### config.mk
export PLATFORM = sky130hd
export DESIGN_NAME = oram_host_ctrl_flat
export DESIGN_NICKNAME = d
export VERILOG_FILES = /design/src/rtl/oram_host_ctrl_pkg.sv /design/src/rtl/oram_host_ctrl_if.sv /design/src/rtl/oram_host_ctrl_fifo.sv /design/src/rtl/oram_host_ctrl.sv /design/src/flat_wrapper.sv
export SDC_FILE = /design/constraint.sdc
export NUM_CORES = 1
export LEC_CHECK = 0
export CAP_MARGIN = 5
export CORE_UTILIZATION = 49
export CTS_CLUSTER_SIZE = 8
export DETAILED_ROUTE_END_ITERATION = 8
export GPL_TIMING_DRIVEN = 1
export PLACE_DENSITY = 0.76
export SYNTH_ARGS = -nofsm -noshare
export SYNTH_HDL_FRONTEND = slang
export SYNTH_SLANG_ARGS = --single-unit
### constraint.sdc
create_clock -name clk -period 2.45 [get_ports clk]
set_input_delay 0.245 -clock clk [delete_from_list [all_inputs] [get_ports clk]]
set_output_delay 0.245 -clock clk [all_outputs]
set_load 0.1 [all_outputs]
### src/rtl/oram_host_ctrl_pkg.sv
// rtl/oram_host_ctrl_pkg.sv - ORAM geometry, host controller state and request types
package oramPkg;

  localparam int BYTE_WIDTH      = 8;
  localparam int BYTES_PER_BLOCK = 1;
  localparam int TREE_DEPTH      = 4;
  localparam int ORAM_DATA_W     = BYTE_WIDTH * BYTES_PER_BLOCK;

  typedef enum logic [1:0] {
    IDLE = 2'd0,
    CLR  = 2'd1,
    RUN  = 2'd2,
    RESP = 2'd3
  } host_state_t;

  typedef struct packed {
    logic                   write;
    logic [TREE_DEPTH-1:0]  block;
    logic [ORAM_DATA_W-1:0] wdata;
  } oram_req_t;

endpackage

### src/rtl/oram_host_ctrl_if.sv
// rtl/oram_host_ctrl_if.sv - host request/response channel of the ORAM host controller
interface oram_host_ctrl_if;
  import oramPkg::*;

  logic                   req_valid;
  logic                   req_ready;
  logic                   req_write;
  logic [TREE_DEPTH-1:0]  req_block;
  logic [ORAM_DATA_W-1:0] req_wdata;

  logic                   rsp_valid;
  logic                   rsp_ready;
  logic                   rsp_write;
  logic [TREE_DEPTH-1:0]  rsp_block;
  logic [ORAM_DATA_W-1:0] rsp_rdata;
  logic                   rsp_timeout;

  // Host side: issues requests, consumes responses
  modport master (
    output req_valid, req_write, req_block, req_wdata, rsp_ready,
    input  req_ready, rsp_valid, rsp_write, rsp_block, rsp_rdata, rsp_timeout
  );

  // Controller side: accepts requests, produces responses
  modport slave (
    input  req_valid, req_write, req_block, req_wdata, rsp_ready,
    output req_ready, rsp_valid, rsp_write, rsp_block, rsp_rdata, rsp_timeout
  );

endinterface

### src/rtl/oram_host_ctrl_fifo.sv
// rtl/oram_host_ctrl_fifo.sv - request queue of oram_req_t entries
module oram_req_fifo
  import oramPkg::*;
#(
  parameter int DEPTH = 4
) (
  input  logic                     clk,
  input  logic                     rst_n,
  input  logic                     i_push,
  input  oram_req_t                i_data,
  input  logic                     i_pop,
  output oram_req_t                o_data,
  output logic                     o_full,
  output logic                     o_empty,
  output logic [$clog2(DEPTH):0]   o_count
);

  localparam int AW = $clog2(DEPTH);

  oram_req_t         r_mem [DEPTH];
  logic [AW-1:0]     r_wr_ptr;
  logic [AW-1:0]     r_rd_ptr;
  logic [AW:0]       r_count;
  logic              w_push_ok;
  logic              w_pop_ok;

  assign o_full    = (r_count == (AW+1)'(DEPTH));
  assign o_empty   = (r_count == '0);
  assign o_count   = r_count;
  assign o_data    = r_mem[r_rd_ptr];
  assign w_push_ok = i_push && !o_full;
  assign w_pop_ok  = i_pop && !o_empty;

  // Storage array; contents need no reset since count gates visibility
  always_ff @(posedge clk) begin
    if (w_push_ok) begin
      r_mem[r_wr_ptr] <= i_data;
    end
  end

  // Pointers and occupancy; pointers wrap naturally at a power-of-two depth
  always_ff @(posedge clk or negedge rst_n) begin
    if (!rst_n) begin
      r_wr_ptr <= '0;
      r_rd_ptr <= '0;
      r_count  <= '0;
    end else begin
      if (w_push_ok) r_wr_ptr <= r_wr_ptr + 1'b1;
      if (w_pop_ok)  r_rd_ptr <= r_rd_ptr + 1'b1;
      case ({w_push_ok, w_pop_ok})
        2'b10:   r_count <= r_count + 1'b1;
        2'b01:   r_count <= r_count - 1'b1;
        default: r_count <= r_count;
      endcase
    end
  end

endmodule

### src/rtl/oram_host_ctrl.sv
// rtl/oram_host_ctrl.sv - ORAM initiator: queues host requests, sequences clear/run/response
module oram_host_ctrl
  import oramPkg::*;
#(
  parameter int FIFO_DEPTH     = 4,
  parameter int CLR_CYCLES     = 1,
  parameter int TIMEOUT_CYCLES = 1024
) (
  input  logic                   clk,
  input  logic                   rst_n,
  oram_host_ctrl_if.slave        host,
  output logic                   o_oram_rst,
  output logic [TREE_DEPTH-1:0]  o_oram_block_num,
  output logic [ORAM_DATA_W-1:0] o_oram_write_val,
  output logic                   o_oram_rw_indicator,
  output logic                   o_oram_input_ready,
  input  logic [ORAM_DATA_W-1:0] i_oram_read_val,
  input  logic                   i_oram_output_ready,
  output logic                   o_busy
);

  localparam int AW     = $clog2(FIFO_DEPTH);
  localparam int CW     = (CLR_CYCLES > 1) ? $clog2(CLR_CYCLES) : 1;
  localparam int TW     = (TIMEOUT_CYCLES > 1) ? $clog2(TIMEOUT_CYCLES) : 1;
  localparam bit TO_EN  = (TIMEOUT_CYCLES != 0);

  host_state_t            r_state;
  host_state_t            w_next;
  oram_req_t              r_op;
  oram_req_t              w_fifo_data;
  logic                   w_full;
  logic                   w_empty;
  logic [AW:0]            w_count;
  logic                   w_push;
  logic                   w_pop;
  logic [CW-1:0]          r_clr_cnt;
  logic [TW-1:0]          r_to_cnt;
  logic [ORAM_DATA_W-1:0] r_rsp_rdata;
  logic                   r_rsp_timeout;
  logic                   r_rst_hold;
  logic                   w_clr_done;
  logic                   w_done;
  logic                   w_expire;
  logic                   w_rsp_hs;
  logic                   w_drive;

  assign host.req_ready = rst_n && !w_full;
  assign w_push         = host.req_valid && host.req_ready;

  assign w_clr_done = (r_clr_cnt == CW'(CLR_CYCLES - 1));
  assign w_done     = i_oram_output_ready;
  assign w_expire   = TO_EN && (r_to_cnt == TW'(TIMEOUT_CYCLES - 1));
  assign w_rsp_hs   = host.rsp_ready;

  oram_req_fifo #(
    .DEPTH (FIFO_DEPTH)
  ) u_fifo (
    .clk     (clk),
    .rst_n   (rst_n),
    .i_push  (w_push),
    .i_data  ({host.req_write, host.req_block, host.req_wdata}),
    .i_pop   (w_pop),
    .o_data  (w_fifo_data),
    .o_full  (w_full),
    .o_empty (w_empty),
    .o_count (w_count)
  );

  // Next-state and pop decision; a pop always coincides with entry into CLR
  always_comb begin
    w_next = r_state;
    w_pop  = 1'b0;
    case (r_state)
      IDLE: begin
        if (!w_empty) begin
          w_pop  = 1'b1;
          w_next = CLR;
        end
      end
      CLR: begin
        if (w_clr_done) w_next = RUN;
      end
      RUN: begin
        if (w_done || w_expire) w_next = RESP;
      end
      RESP: begin
        if (w_rsp_hs) begin
          if (!w_empty) begin
            w_pop  = 1'b1;
            w_next = CLR;
          end else begin
            w_next = IDLE;
          end
        end
      end
      default: w_next = IDLE;
    endcase
  end

  // State register
  always_ff @(posedge clk or negedge rst_n) begin
    if (!rst_n) r_state <= IDLE;
    else        r_state <= w_next;
  end

  // Operand latch, phase counters and response capture (completion beats timeout)
  always_ff @(posedge clk or negedge rst_n) begin
    if (!rst_n) begin
      r_op          <= '0;
      r_clr_cnt     <= '0;
      r_to_cnt      <= '0;
      r_rsp_rdata   <= '0;
      r_rsp_timeout <= 1'b0;
      r_rst_hold    <= 1'b1;
    end else begin
      r_rst_hold <= 1'b0;
      if (w_pop) r_op <= w_fifo_data;
      r_clr_cnt <= (r_state == CLR) ? r_clr_cnt + 1'b1 : '0;
      r_to_cnt  <= (r_state == RUN) ? r_to_cnt + 1'b1 : '0;
      if (r_state == RUN) begin
        if (w_done) begin
          r_rsp_rdata   <= r_op.write ? '0 : i_oram_read_val;
          r_rsp_timeout <= 1'b0;
        end else if (w_expire) begin
          r_rsp_rdata   <= '0;
          r_rsp_timeout <= 1'b1;
        end
      end
    end
  end

  // ORAM drive: operands presented from CLR onward, quiet in IDLE
  assign w_drive             = (r_state != IDLE);
  assign o_oram_rst          = r_rst_hold || (r_state == CLR);
  assign o_oram_input_ready  = (r_state == RUN);
  assign o_oram_block_num    = w_drive ? r_op.block : '0;
  assign o_oram_write_val    = w_drive ? r_op.wdata : '0;
  assign o_oram_rw_indicator = w_drive ? r_op.write : 1'b0;

  assign host.rsp_valid   = (r_state == RESP);
  assign host.rsp_write   = r_op.write;
  assign host.rsp_block   = r_op.block;
  assign host.rsp_rdata   = r_rsp_rdata;
  assign host.rsp_timeout = r_rsp_timeout;

  assign o_busy = (r_state != IDLE) || (w_count != '0);

endmodule

### src/flat_wrapper.sv
// flat-port wrapper written by rule: the top's interface ports become plain ports
module oram_host_ctrl_flat import oramPkg::*;
#(
  parameter int FIFO_DEPTH     = 4,
  parameter int CLR_CYCLES     = 1,
  parameter int TIMEOUT_CYCLES = 1024
)
  (clk, rst_n, o_oram_rst, o_oram_block_num, o_oram_write_val, o_oram_rw_indicator, o_oram_input_ready, i_oram_read_val, i_oram_output_ready, o_busy, host_req_valid, host_req_write, host_req_block, host_req_wdata, host_rsp_ready, host_req_ready, host_rsp_valid, host_rsp_write, host_rsp_block, host_rsp_rdata, host_rsp_timeout);
  oram_host_ctrl_if host_i ();
  input  logic clk;
  input  logic rst_n;
  output logic o_oram_rst;
  output logic [TREE_DEPTH-1:0] o_oram_block_num;
  output logic [ORAM_DATA_W-1:0] o_oram_write_val;
  output logic o_oram_rw_indicator;
  output logic o_oram_input_ready;
  input  logic [ORAM_DATA_W-1:0] i_oram_read_val;
  input  logic i_oram_output_ready;
  output logic o_busy;
  input wire logic [$bits(host_i.req_valid)-1:0] host_req_valid;
  input wire logic [$bits(host_i.req_write)-1:0] host_req_write;
  input wire logic [$bits(host_i.req_block)-1:0] host_req_block;
  input wire logic [$bits(host_i.req_wdata)-1:0] host_req_wdata;
  input wire logic [$bits(host_i.rsp_ready)-1:0] host_rsp_ready;
  output wire logic [$bits(host_i.req_ready)-1:0] host_req_ready;
  output wire logic [$bits(host_i.rsp_valid)-1:0] host_rsp_valid;
  output wire logic [$bits(host_i.rsp_write)-1:0] host_rsp_write;
  output wire logic [$bits(host_i.rsp_block)-1:0] host_rsp_block;
  output wire logic [$bits(host_i.rsp_rdata)-1:0] host_rsp_rdata;
  output wire logic [$bits(host_i.rsp_timeout)-1:0] host_rsp_timeout;
  assign host_i.req_valid = host_req_valid;
  assign host_i.req_write = host_req_write;
  assign host_i.req_block = host_req_block;
  assign host_i.req_wdata = host_req_wdata;
  assign host_i.rsp_ready = host_rsp_ready;
  assign host_req_ready = host_i.req_ready;
  assign host_rsp_valid = host_i.rsp_valid;
  assign host_rsp_write = host_i.rsp_write;
  assign host_rsp_block = host_i.rsp_block;
  assign host_rsp_rdata = host_i.rsp_rdata;
  assign host_rsp_timeout = host_i.rsp_timeout;
  oram_host_ctrl #(.FIFO_DEPTH(FIFO_DEPTH), .CLR_CYCLES(CLR_CYCLES), .TIMEOUT_CYCLES(TIMEOUT_CYCLES)) u_core (.clk(clk), .rst_n(rst_n), .host(host_i), .o_oram_rst(o_oram_rst), .o_oram_block_num(o_oram_block_num), .o_oram_write_val(o_oram_write_val), .o_oram_rw_indicator(o_oram_rw_indicator), .o_oram_input_ready(o_oram_input_ready), .i_oram_read_val(i_oram_read_val), .i_oram_output_ready(i_oram_output_ready), .o_busy(o_busy));
endmodule
==> Yosys cells after proc, flatten, opt, wreduce, memory -nomap -nowiden <==
Memory sizes are Yosys's and may differ from the RTL's. A register that Yosys moved wholly into a read port is not among the register bits.
Index checks and enable logic that the tools add are counted.
{ "word_totals": {"latch_bits": 0, "mem_bits_ro": 0, "reg_bits": 30, "mem_bits_rw": 52, "elab_cells": 67, "n_memories": 1} }
{ "mem_list": {"columns": ["memory", "depth", "width", "rd", "rd_ports_with_merged_regs", "wr", "line_no", "source"], "rows": [
  ["u_core.u_fifo.r_mem", 4, 13, 1, 1, 1, "oram_host_ctrl_fifo.sv:20", "oram_req_t r_mem [DEPTH];"]
]} }
{ "classes": {"add_sub_neg": 6, "order_cmp": 0, "multipliers": 0, "n_mux": 22, "n_eq_ne": 11, "shift": 0, "div_mod_pow": 0, "n_bitwise": 0, "n_reduce_logical": 18} }
{ "op_table": {"columns": ["op", "count"], "rows": [
  ["$mux W8", 4],
  ["$add A10 B1 Y10 const B", 1],
  ["$eq A10 B10 Y1 const B", 1],
  ["$mux W10", 1],
  ["$mux W1", 9],
  ["$mux W2", 4],
  ["$pmux W2 S4", 1],
  ["$eq A2 B2 Y1 const B", 3],
  ["$ne A2 B2 Y1 const B", 3],
  ["$pmux W3 S2", 1],
  ["$reduce_bool A2 Y1", 3],
  ["$add A2 B1 Y2 const B", 2],
  ["$eq A2 B1 Y1 const B", 2],
  ["$logic_and A1 B1 Y1", 4],
  ["$mux W4", 1],
  ["$reduce_and A4 Y1", 1],
  ["$add A3 B1 Y3 const B", 1],
  ["$eq A3 B3 Y1 const B", 1],
  ["$logic_not A1 Y1", 3],
  ["$logic_not A3 Y1", 1],
  ["$logic_or A1 B1 Y1", 3],
  ["$reduce_bool A3 Y1", 1],
  ["$sub A3 B1 Y3 const B", 1],
  ["$logic_not A2 Y1", 1],
  ["other kinds (4)", 4]
]} }

==> Depth between registers and ports, before layout <==
{ "logic_depth": {"depth_word": 7, "ltp_mapped": 11} }

==> Cells and area by module <==
From an unflattened synthesis, not the netlist that was laid out.
{ "hier_totals": {"hier_cells": 247, "hier_area_um2": 4080.2} }
{ "modules_own_cells": {"columns": ["mod", "area_each_um2", "cells_each", "n_inst"], "rows": [
  ["oram_req_fifo", 2334.7, 105, 1],
  ["oram_host_ctrl", 1745.4, 142, 1]
]} }

==> Worst setup path before layout <==
OpenSTA, ideal clock, no wires.
{ "synth_path": {"path_kind": "reg-to-reg", "startpoint": "register u_core.r_state[0]", "endpoint": "register u_core.u_fifo.r_count[2] (netlist: u_core.u_fifo.o_count[2])", "t_arrival_ns": 2.956, "stages_incl_launch_ff": 11, "setup_slack_ns": -0.585, "setup_ns": 0.079, "path_buffers": 1, "path_cell_list": "dfrtp_1 > ha_1 > a21oi_1 > nor3_4 > buf_6 > ha_1 > inv_1 > fa_1 > xor2_1 > nor2_1 > xor2_1"} }
{ "synth_via": {"elab_chain_len": 5, "elab_cells_between_ends": 8, "cone_classes": "3 x eq/ne; 2 x mux; 3 x reduce/logical"} }
{ "synth_rtl": {"columns": ["item", "line_no", "source"], "rows": [
  ["start, declared", "oram_host_ctrl.sv:27", "host_state_t r_state;"],
  ["start signal, assigned", "oram_host_ctrl.sv:103", "else r_state <= w_next;"],
  ["$eq A2 B2 Y1 *", null, null],
  ["named net host_rsp_valid", "flat_wrapper.sv:26", "output wire logic [$bits(host_i.rsp_valid)-1:0] host_rsp_valid;"],
  ["$pmux W1 S2 *", "oram_host_ctrl.sv:73", "case (r_state)"],
  ["$logic_and A1 B1 Y1 *", "oram_host_ctrl_fifo.sv:32", "assign w_pop_ok = i_pop && !o_empty;"],
  ["named net u_core.u_fifo.w_pop_ok", "oram_host_ctrl_fifo.sv:25", "logic w_pop_ok;"],
  ["$eq A2 B1 Y1 / $eq A2 B2 Y1 (equally long branches)", "oram_host_ctrl_fifo.sv:50", "case ({w_push_ok, w_pop_ok})"],
  ["$pmux W3 S2 / $reduce_bool A2 Y1 (equally long branches)", null, null],
  ["end signal, assigned", "oram_host_ctrl_fifo.sv:51", "2'b10: r_count <= r_count + 1'b1;"],
  ["end signal, assigned", "oram_host_ctrl_fifo.sv:52", "2'b01: r_count <= r_count - 1'b1;"],
  ["end signal, assigned", "oram_host_ctrl_fifo.sv:53", "default: r_count <= r_count;"],
  ["end, declared", "oram_host_ctrl_fifo.sv:23", "logic [AW:0] r_count;"]
]} }
Mark *: on every way through the listed nets, which the timed path passes. The rest lies on a longest branch.
A chain may end at the register's enable or synchronous reset.

==> Final worst setup path <==
{ "layout_path": {"startpoint": "register u_core.r_state[0]", "endpoint": "register u_core.u_fifo.r_count[2] (netlist: u_core.u_fifo.o_count[2])"} }
{ "layout_via": {"elab_chain_len": 5, "elab_cells_between_ends": 8, "cone_classes": "3 x eq/ne; 2 x mux; 3 x reduce/logical"} }
{ "layout_rtl": {"columns": ["item", "line_no"], "rows": [
  ["$eq A2 B2 Y1 / $logic_not A2 Y1 (equally long branches)", "oram_host_ctrl.sv:73"],
  ["$pmux W1 S2 *", "oram_host_ctrl.sv:73"],
  ["$logic_and A1 B1 Y1 *", "oram_host_ctrl_fifo.sv:32"],
  ["$eq A2 B1 Y1 / $eq A2 B2 Y1 (equally long branches)", "oram_host_ctrl_fifo.sv:50"],
  ["$pmux W3 S2 / $reduce_bool A2 Y1 (equally long branches)", null]
]} }
Mark *: on every way between the ends. The rest lies on a longest branch, timed or not.

==> metrics.md <==
| Metric | Value |
|---|---|
| Post-synthesis simple-gate area fraction | `9.90%` |
| Die Y | `93.8 um` |
| Clock Skew | `0.00777 ns` |
| FF+latch area | `~2600 um^2` |
| Critical Path AT | `~2.6 ns` |
| CP Capture Type | `flip-flop` |
| Largest family of logic cells by synthesized area | `multiplexers` |
| DIE WIDTH | `approximately 94 um` |
| Initial Util | `50.5%` |
| Post-Layout Cell Count | `between 400 and 500` |
| Synth Area in XOR/XNOR | `about 2.8%` |
| Cells after Synth | `250` |
| #FFs+latches synth | `95` |
| Setup slack after layout | `0.157 ns` |
| Final hold vios | `0` |
| Antenna-violating nets left | `0` |
| Drt pass-1 iters | `4` |
| Post-synth EDFFs | `52` |
| CP Data Required Time | `2.73 ns` |
| Post-Synthesis Cell Area | `4130 um^2` |
| DR WL/cell | `17.0 um` |
| Crit path cell chain | `inv_1 > ha_1 > nor3_4 > ha_1 > inv_1 > fa_1 > xor2_1 > nor2_1 > xor2_1` |
| Startpoint Class | `flip-flop` |
| H-Tree Depth | `3` |
| Area added between synthesis and finish | `26.1%` |
| Final period utilization | `~94%` |
| HPWL after DPL | `4770 um` |
| Initial DRC count | `48` |
| Cell variety after synth | `45` |
| Warnings from Yosys | `0` |
| Min-delay worst type | `reg2reg` |
| Antenna diodes | `0` |
| Placer Congestion | `slightly above 0.7` |
| Final min period | `2.29 ns` |
| Critical-path top delay cell | `dfrtp_1` |
| DRC | `0` |
| RSZ-0062 raised after global routing | `false` |
| # IOs | `58` |
| Setup Total Neg Slack | `0 ns` |
| Clk_lat worst skew | `between 0.3 and 0.4 ns` |
| Synth Area in Adders | `3.51%` |
| Commonest non-fill, non-tap cell in the layout | `edfxtp_1` |
| Post-synthesis mux area share | `approximately an eighth` |
| Cts repair resizes | `0` |
| First-pass GRT wire length | `12,000 um` |
| Setup Viol. Count Final | `0` |
| Clk sinks | `95` |
| CTS tree | `built` |
| Mean Syn Cell Area | `16.5 um^2` |
| Synth Area in Compound Gates | `3.76%` |
| Multi-input gate area | `1380 um^2` |
| Sequential-to-total area share from yosys stat | `63.9%` |
| Status | `finished clean` |
| Vias/cell | `5.25` |
| Total die area | `roughly 9000 um^2` |
| Worst Tran Pin Value | `about 0.63 ns` |
| Total number of vias | `2,235` |
| Final wirelength | `7260 um` |
| Worst slack, placed | `0.201 ns` |
| Core region area | `8180 um^2` |
| Vias in the first global route | `2,348` |
| FILL cells | `between 600 and 700` |
| Top fanout value on the critical path | `5` |
| Root buffer cell | `clkbuf_8` |
| Synth Flop Type | `edfxtp_1` |
| Clk buf depth | `2` |
| Clock transition at path regs | `0.09 ns` |
| Gr usage total | `18.6%` |
| Async SR Flop Fraction | `45.3%` |
| Fmax | `436 MHz` |
| Final nets | `353` |
| Share of post-route cells with drive strength above 1 | `between 20% and 30%` |
| Syn nets | `around 290` |
| Largest net degree at the start of global routing | `44` |
| Slew Limit Headroom | `58.0%` |
| Num rows | `33` |
| WS Path Type | `reg2reg` |
| Placed instance count | `409` |
| Initial antenna violation count | `0` |
| Max-cap check violation count | `0` |
| TritonCTS Buffers | `9` |
| Most frequent cells in the layout | `edfxtp_1, dfrtp_1, buf_4` |
| I/O Buffers | `57` |
| Slowest cell delay on critical path | `0.46 ns` |
| Total gr overflow | `0` |
| Final Max Tran Viols | `0` |
## through the flow
stage | area (um^2) | hold WS (ns) | utilization [%]
6_report | 5210 | 0.442 | 63.7
5_1_grt | 5210 | 0.457 | 63.7
4_1_cts | 5210 | 0.445 | 63.7
3_5_place_dp | 4930 | 0.376 | 60.4
3_3_place_gp | 4930 | 0.378 | 60.4
2_1_floorplan | 4160 | -0.0506 | -
## state kept, by name, indices dropped and copies added, names as in the netlist
register and cells:
u_core.host.rsp_block 4, u_core.u_fifo.o_count 3, u_core.u_fifo.r_mem 52, u_core.host.rsp_rdata 8, u_core.r_state 2, u_core.r_to_cnt 10
u_core.host.rsp_write 1, u_core.r_op 8, u_core.r_clr_cnt 1, u_core.r_rst_hold 1, u_core.u_fifo.r_wr_ptr 2, u_core.host.rsp_timeout 1
u_core.u_fifo.r_rd_ptr 2
## layer usage
layer | vias to the layer above | GRT usage [%] | share of wire [%]
met5 | - | 0 | 0
met4 | 0 | 6.92 | 1.4
met3 | 11 | 3.80 | 4.0
met2 | 55 | 31.9 | 51
met1 | 1123 | 23.1 | 43
li1 | 1046 | - | -
## worst paths after layout
path,startpoint,to,slack [ns],depth (start not counted)
hold reg to reg,u_core.r_clr_cnt,u_core.r_clr_cnt,0.44,1
setup / recovery,u_core.r_state[0],u_core.u_fifo.o_count[2],0.16,9
setup reg to reg,u_core.r_state[0],u_core.u_fifo.o_count[2],0.16,9
max in group asynchronous,rst_n,u_core.r_rst_hold,1.57,3
hold / removal,u_core.r_clr_cnt,u_core.r_clr_cnt,0.44,1
min in group asynchronous,rst_n,u_core.r_to_cnt[4],0.51,3
## cells in the mapped netlist, types with 2 or more instances
master | count | area [um^2]
xnor2_1 | 8 | 70.1
dfrtp_1 | 42 | 1050
ha_1 | 10 | 125
edfxtp_1 | 52 | 1560
nand2_1 | 7 | 26.3
nor3_2 | 2 | 20.0
buf_4 | 4 | 30.0
mux2_2 | 6 | 67.6
xor2_1 | 5 | 43.8
and4b_1 | 8 | 80.1
nor2b_1 | 15 | 93.8
mux2_1 | 2 | 22.5
a21o_1 | 8 | 60.1
and3_1 | 6 | 37.5
inv_1 | 11 | 41.3
buf_6 | 2 | 22.5
nor2_1 | 2 | 7.51
and2_1 | 10 | 62.6
mux2_4 | 8 | 120
clkbuf_1 | 4 | 15.0
mux4_1 | 5 | 131
nand4_1 | 3 | 18.8
mux4_2 | 8 | 180
## cell type report
cell class / instances / area share [%]
inverters: 11 / 0.792
well taps: 105 / 2.52
flip-flops and latches: 95 / 50.6
multi-input cells: 132 / 26.5
clock buffers: 9 / 2.38
clock inverters: 7 / 2.74
repair buffers: 67 / 14.4
## timing repair
action                    in CTS  in global routing
setup buffers                  0                  0
hold endpoints to repair      42                  0
hold buffers                   1                  0
## cell families (layout without fill, tap and decap cells)
kind of cell / after synthesis / after routing
simple gates: 60 / 60
flops: 95 / 95
buf+inv: 23 / 94
mux: 30 / 30
fa+ha+maj: 11 / 11
xor+xnor: 13 / 13
compound gates: 17 / 17
other cells: 1 / 1
## critical path, delay by kind of cell (launching register included)
family	cells	cell delay [ns]
buffers and inverters	2	0.17
XOR/XNOR	2	0.31
adder cells (fa/ha/maj)	3	0.94
AND/OR/NAND/NOR	2	0.34
flip-flops	1	0.46
Power is not shown: default switching activity piles up to over one toggle a cycle in this logic, so the estimate is an artifact.
